--- src/rtl/pkt_serializer.sv ---
// Packet serializer: buffers parallel packets in a small FIFO and shifts each one
// out MSB-first on ser_data/ser_valid, with a guaranteed idle gap between packets.
//
// state    | meaning
// ST_IDLE  | outputs low; pops the FIFO head when en and a packet is queued
// ST_SHIFT | drives one packet bit per cycle, MSB first
// ST_GAP   | outputs low for GAP cycles before returning to idle
module pkt_serializer #(
   parameter int PKT_W = 64,
   parameter int DEPTH = 4,
   parameter int GAP   = 2
) (
   input  logic                   clk,
   input  logic                   rst,
   input  logic                   en,
   input  logic [PKT_W-1:0]       s_data,
   input  logic                   s_valid,
   output logic                   s_ready,
   output logic                   ser_data,
   output logic                   ser_valid,
   output logic                   busy,
   output logic [$clog2(DEPTH):0] fifo_level,
   output logic [15:0]            pkt_count
);

   localparam int AW = $clog2(DEPTH);
   localparam int LW = AW + 1;
   localparam int BW = $clog2(PKT_W);

   typedef enum logic [1:0] {ST_IDLE, ST_SHIFT, ST_GAP} state_t;

   logic [PKT_W-1:0] mem [DEPTH];
   logic [AW-1:0]    wr_ptr;
   logic [AW-1:0]    rd_ptr;
   logic             push;
   logic             pop;
   state_t           state;
   logic [PKT_W-1:0] shreg;
   logic [BW-1:0]    bit_cnt;
   logic [7:0]       gap_cnt;

   // s_ready looks only at registered occupancy, so a pop never frees a slot same-cycle
   assign s_ready = (fifo_level != LW'(DEPTH));
   assign push    = s_valid && s_ready;
   assign pop     = (state == ST_IDLE) && en && (fifo_level != '0);
   assign busy    = (state != ST_IDLE);

   always_ff @(posedge clk) begin
      if (push) mem[wr_ptr] <= s_data;
   end

   always_ff @(posedge clk or posedge rst) begin
      if (rst) begin
         wr_ptr     <= '0;
         rd_ptr     <= '0;
         fifo_level <= '0;
      end else begin
         if (push) wr_ptr <= wr_ptr + 1'b1;
         if (pop)  rd_ptr <= rd_ptr + 1'b1;
         if (push && !pop)      fifo_level <= fifo_level + 1'b1;
         else if (pop && !push) fifo_level <= fifo_level - 1'b1;
      end
   end

   always_ff @(posedge clk or posedge rst) begin
      if (rst) begin
         state     <= ST_IDLE;
         shreg     <= '0;
         bit_cnt   <= '0;
         gap_cnt   <= '0;
         ser_data  <= 1'b0;
         ser_valid <= 1'b0;
         pkt_count <= '0;
      end else begin
         case (state)
            ST_IDLE: begin
               ser_valid <= 1'b0;
               ser_data  <= 1'b0;
               if (pop) begin
                  shreg   <= mem[rd_ptr];
                  bit_cnt <= '0;
                  state   <= ST_SHIFT;
               end
            end
            ST_SHIFT: begin
               ser_valid <= 1'b1;
               ser_data  <= shreg[PKT_W-1];
               shreg     <= {shreg[PKT_W-2:0], 1'b0};
               bit_cnt   <= bit_cnt + 1'b1;
               if (bit_cnt == BW'(PKT_W-1)) begin
                  pkt_count <= pkt_count + 1'b1;
                  if (GAP > 0) begin
                     gap_cnt <= 8'(GAP-1);
                     state   <= ST_GAP;
                  end else begin
                     state <= ST_IDLE;
                  end
               end
            end
            ST_GAP: begin
               ser_valid <= 1'b0;
               ser_data  <= 1'b0;
               if (gap_cnt == '0) state <= ST_IDLE;
               else               gap_cnt <= gap_cnt - 1'b1;
            end
            default: state <= ST_IDLE;
         endcase
      end
   end

endmodule
--- config.mk ---
export PLATFORM = sky130hd
export DESIGN_NAME = pkt_serializer
export DESIGN_NICKNAME = d
export VERILOG_FILES = /design/src/rtl/pkt_serializer.sv
export SDC_FILE = /design/constraint.sdc
export NUM_CORES = 1
export LEC_CHECK = 0
export CORE_UTILIZATION = 55
export DETAILED_ROUTE_END_ITERATION = 8
export GPL_TIMING_DRIVEN = 0
export PLACE_DENSITY = 0.76
export SETUP_SLACK_MARGIN = 0.05
export SYNTH_ARGS = -nofsm -noshare
export SYNTH_HDL_FRONTEND = slang
export SYNTH_SLANG_ARGS = --single-unit
--- constraint.sdc ---
create_clock -name clk -period 4 [get_ports clk]
set_input_delay 0.8 -clock clk [delete_from_list [all_inputs] [get_ports clk]]
set_output_delay 0.8 -clock clk [all_outputs]
set_load 0.1 [all_outputs]
# After elaboration in Yosys (flattened, before gate mapping)
# Memories as Yosys holds them, arrays and structs flattened.
# Cells that the tools add are included.
# totals
output_inout_bits	23
in_bits	68
register_bits	105
ram_bits	256
n_memories	1
elab_cells	63
# classes
n_reduce_logical	20
n_addsub	7
n_mux	17
eq_ne	8
# mem_list
name	depth	word_bits	rd	rd_ports_with_merged_regs	wr	line_no	source
mem	4	64	1	0	1	32	logic [PKT_W-1:0] mem [DEPTH];
# ops
operator	n
$pmux 64 s2	1
$mux 64	1
$add 16x1->16 const B	1
$mux 8	2
$pmux 8 s2	1
$pmux 6 s2	1
$reduce_bool 2->1	5
$logic_not 8->1	1
$ne 2x2->1 const B	4
$sub 8x1->8 const B	1
$add 6x1->6 const B	1
$eq 6x6->1 const B	1
$mux 2	3
$mux 3	2
$mux 6	1
$pmux 2 s3	1
$reduce_and 3->1	2
$logic_and 1x1->1	5
$add 2x1->2 const B	2
$pmux 1 s2	2
$reduce_and 2->1	2
$add 3x1->3 const B	1
$ne 3x3->1 const B	1
$reduce_bool 3->1	1
7 further kinds	9

# Depth between registers and ports, before layout
# depth
depth_word	6
depth_mapped	10

# Worst setup path before layout
# No wires, ideal clock.
# synth_path
kind	register to register
start	register fifo_level[0]
end	memory mem[0][0] (enable)
path_slack_ns	0.047
required_time_ns	3.571
t_arrival_ns	3.523
n_path_buf	0
period_less_slack_ns	3.953
setup_time_ns	0.429
path_stages_with_launch	4
cell_sequence	dfrtp_1 > nor2_1 > nand2_1 > and3_1
# synth_via
elab_chain_len	4
# synth_rtl
item	line_no	source
from (decl)	22	output logic [$clog2(DEPTH):0] fifo_level,
from (signal assigned)	60	if (push && !pop) fifo_level <= fifo_level + 1'b1;
from (signal assigned)	61	else if (pop && !push) fifo_level <= fifo_level - 1'b1;
$ne 3x3->1	43	assign s_ready = (fifo_level != LW'(DEPTH));
via s_ready	18	output logic s_ready,
$logic_and 1x1->1	44	assign push = s_valid && s_ready;
$mux 1	49	if (push) mem[wr_ptr] <= s_data;
$mux 1 (implied by the code)	49	
to (decl)	32	
# The timed path passes the listed nets, and every way through them passes these cells.

# Worst setup path in the final report
# layout_path
start	register fifo_level[0]
end	output port s_ready
# layout_via
elab_chain_len	1
# layout_rtl
item	line_no
$ne 3x3->1	43
to (decl)	18
# Every way passes these cells.

==> results_dict.tcl <==
set metrics [dict create \
    hold_viol 0 \
    dieWidth_um 162 \
    final_cells 1239 \
    cts_inserted_buffers 36 \
    status "complete, no violations" \
    grt_pass1_wl_mm 41.5 \
    min_period_ns 3.15 \
    finClkSkew_ns 0.0204 \
    synthTopCellsByArea "edfxtp_1, dfrtp_1, mux4_2" \
    crit_fanout 6 \
    clock-root-buffer "clkbuf_16" \
    place.gp.congestion 0.754 \
    ctsLongestPathBuffers 3 \
    timing.rr.end "fifo_level[1]" \
    rows 58 \
    cts_tree "yes" \
    maxCapViolCount 0 \
    p_int_uw 8490 \
    cts.sink_count 361 \
    grt_max_degree 56 \
    p_leak_uw 0.00618 \
    synth_cells 747 \
    arrival_ns 2.35 \
    worstMarginPinSlew_ns 0.997 \
    core_area_mm2 0.0251 \
    avgViaCountPerCell 5.87 \
    crit_start "fifo_level[0]" \
    yosysSeqAreaShare_pct 73.6 \
    layout-drive-gt1-share_pct 16.7 \
    initialDrtViolationCount 544 \
    synth_area_mm2 0.0140 \
    die_h_um 162 \
    syn-num-nets 825 \
    cp.required_ns 3.20 \
    postCtsSetupRepairBufs 0 \
    yosys.area.top_type_share_pct 54.8 \
    regToRegSetupSlack_ns 1.22 \
    cts-resized-gates 0 \
    hold_class "flip-flop to flip-flop" \
    insertion_delay_ns 0.52 \
    cp-start-kind "flip-flop" \
    power.density_mw_per_mm2 716 \
    drc_errors 0 \
    area_growth_pct 19.0 \
    fin_crit_sh_pct 78.8 \
    clk_pin_slew_ns 0.06 \
    place_inst 1172 \
    pwr-share-comb_pct 27.0 \
    crit_end "s_ready" \
    synth_warnings 0 \
    power_uw 11900 \
    ir_drop_mv 0.460 \
    initial_core_util_pct 55.8 \
    finalSetupTns_ns 0 \
    synth-seq-cells 361 \
    wirelength_mm 25.3 \
    yosysUniqueCellTypes 44 \
    switching_share_pct 28.9 \
    place_hpwl_mm 15.7 \
    p_switching_uw 3450 \
    track_usage_pct 20.7 \
    dr.pass1.iters 4 \
    crit_path_end_kind "output port" \
    drtAntennaViolNets 0 \
    p_clk_share_pct 28.1 \
    rr_worst_depth 8 \
    ctsHoldBuffers 0 \
    rsz0062_at_grt "no" \
    htreeDepth 2 \
    rr_startpoint "state[0]" \
    overflow 0 \
    num_vias 7271 \
    first_global_vias 7759 \
    ioPinCount 91 \
    fin_nets 958 \
    die_area_mm2 0.0261 \
    fmax_mhz 317 \
    relSlewSlack_pct 33.3 \
    wl_per_cell_um 20.4 \
    synth.largest_area_cell "edfxtp_1" \
    critPathKind "flip-flop to output port" \
    antenna_found_initial 2 \
    setup_viol 0 \
    async_flop_share_pct 29.1 \
    port_buffers 90 \
    dominantRegCellSynth "edfxtp_1" \
    p_seq_share_pct 44.9 \
    synth_edf_count 256 \
    synth_area_per_cell_um2 18.8 \
    maxSlewViolCount 0 \
]
## synthesized netlist by cell type (2+ instances only)
cell	instances
a211oi_1	2
nand2_1	19
buf_6	5
xor2_1	4
mux2_2	2
mux2i_1	5
nor2b_1	2
nand3b_1	2
buf_2	11
ha_1	9
or4_1	2
xnor2_1	20
nand3_1	14
mux4_2	64
clkbuf_1	31
nor4_1	2
edfxtp_1	256
and3_1	70
nand4_1	7
dfrtp_1	105
inv_1	8
nor2_1	13
or3_1	2
o21ai_0	10
a221o_1	63
## placed cells by master (no fill, tap or decap), types with 4 or more instances in the layout
cell	n
edfxtp_1	256
dfrtp_1	105
clkdlybuf4s50_1	90
and3_1	66
mux4_2	64
a221o_1	63
clkbuf_1	41
clkbuf_16	37
xnor2_1	20
nand2_1	19
nand3_1	14
nor2_1	13
buf_2	11
o21ai_0	10
ha_1	9
inv_1	7
nand4_1	7
buf_6	5
mux2i_1	5
clkbuf_8	5
xor2_1	4
and3_4	4
## metal layers
metal	routed length (µm)	global-route usage, %	vias up
met5	26	0	-
met4	402	4.80	4
met3	1320	4.29	40
met2	12600	34.5	178
met1	10900	28.2	3747
li1	-	-	3302
## sequential cells by signal (all words and copies together) (netlist names)
register    cells
bit_cnt         6
fifo_level      3
gap_cnt         8
mem           256
pkt_count      16
rd_ptr          2
ser_data        1
ser_valid       1
shreg          64
state           2
wr_ptr          2
## critical path, stage by stage, from the launching register on
cell and delay [ns]:
dfrtp_1 0.44, nor2_1 0.07, nand2_1 0.16, clkdlybuf4s50_1 1.17
## kinds of logic (layout without fill, tap and decap cells)
logic type / after synthesis / in the layout / share of synthesized area [%]
AOI/OAI and AO/OA: 81 / 81 / 5.28
xor gates and xnor gates: 24 / 24 / 1.50
adders and majority gates: 10 / 10 / 0.946
buffers and inverters: 56 / 217 / 1.87
DFF: 361 / 361 / 73.6
muxes: 71 / 71 / 10.8
other: 0 / 1 / 0
and+or+nand+nor: 144 / 144 / 6.01
## power by group through the flow
stage / logic, µW / registers [µW] / clock network (µW)
floorplan: 2240 / 5480 / 0
global placement: 3140 / 5410 / 0
detailed placement: 3290 / 5410 / 0
CTS: 3300 / 5360 / 3430
global route: 3520 / 5440 / 3580
finish: 3220 / 5360 / 3360
## through the flow
step | hold WS [ns] | instance area [µm²] | worst slack (ns) | utilization (%)
after detailed placement | 0.470 | 15500 | 0.526 | 61.6
after floorplan | 0.467 | 14000 | 0.439 | -
after CTS | 0.482 | 16700 | 0.835 | 66.4
final | 0.480 | 16700 | 0.848 | 66.4
after global placement | 0.464 | 15300 | -1.08 | 61.1
after global routing | 0.497 | 16700 | 0.751 | 66.4
## area by class of cell
cell class	instances	area [µm²]
flip-flops and latches	361	10300
fillers	1708	8430
multi-input cells	330	3460
clock buffers	52	1030
repair buffers	95	1020
well taps	330	413
plain buffers	48	233
clock inverters	14	165
inverters	8	32.5
diodes	1	2.50
## worst min-delay path by stage
stage                               end     startpoint  cells after the start  slack (ns)
final                     pkt_count[15]  pkt_count[15]                      1        0.48
after floorplan                shreg[0]       shreg[0]                      2        0.47
after global routing      pkt_count[15]  pkt_count[15]                      1        0.50
after global placement    pkt_count[15]  pkt_count[15]                      1        0.46
after detailed placement  pkt_count[15]  pkt_count[15]                      1        0.47
after CTS                 pkt_count[15]  pkt_count[15]                      1        0.48
Power figures use the tool's default switching activity.
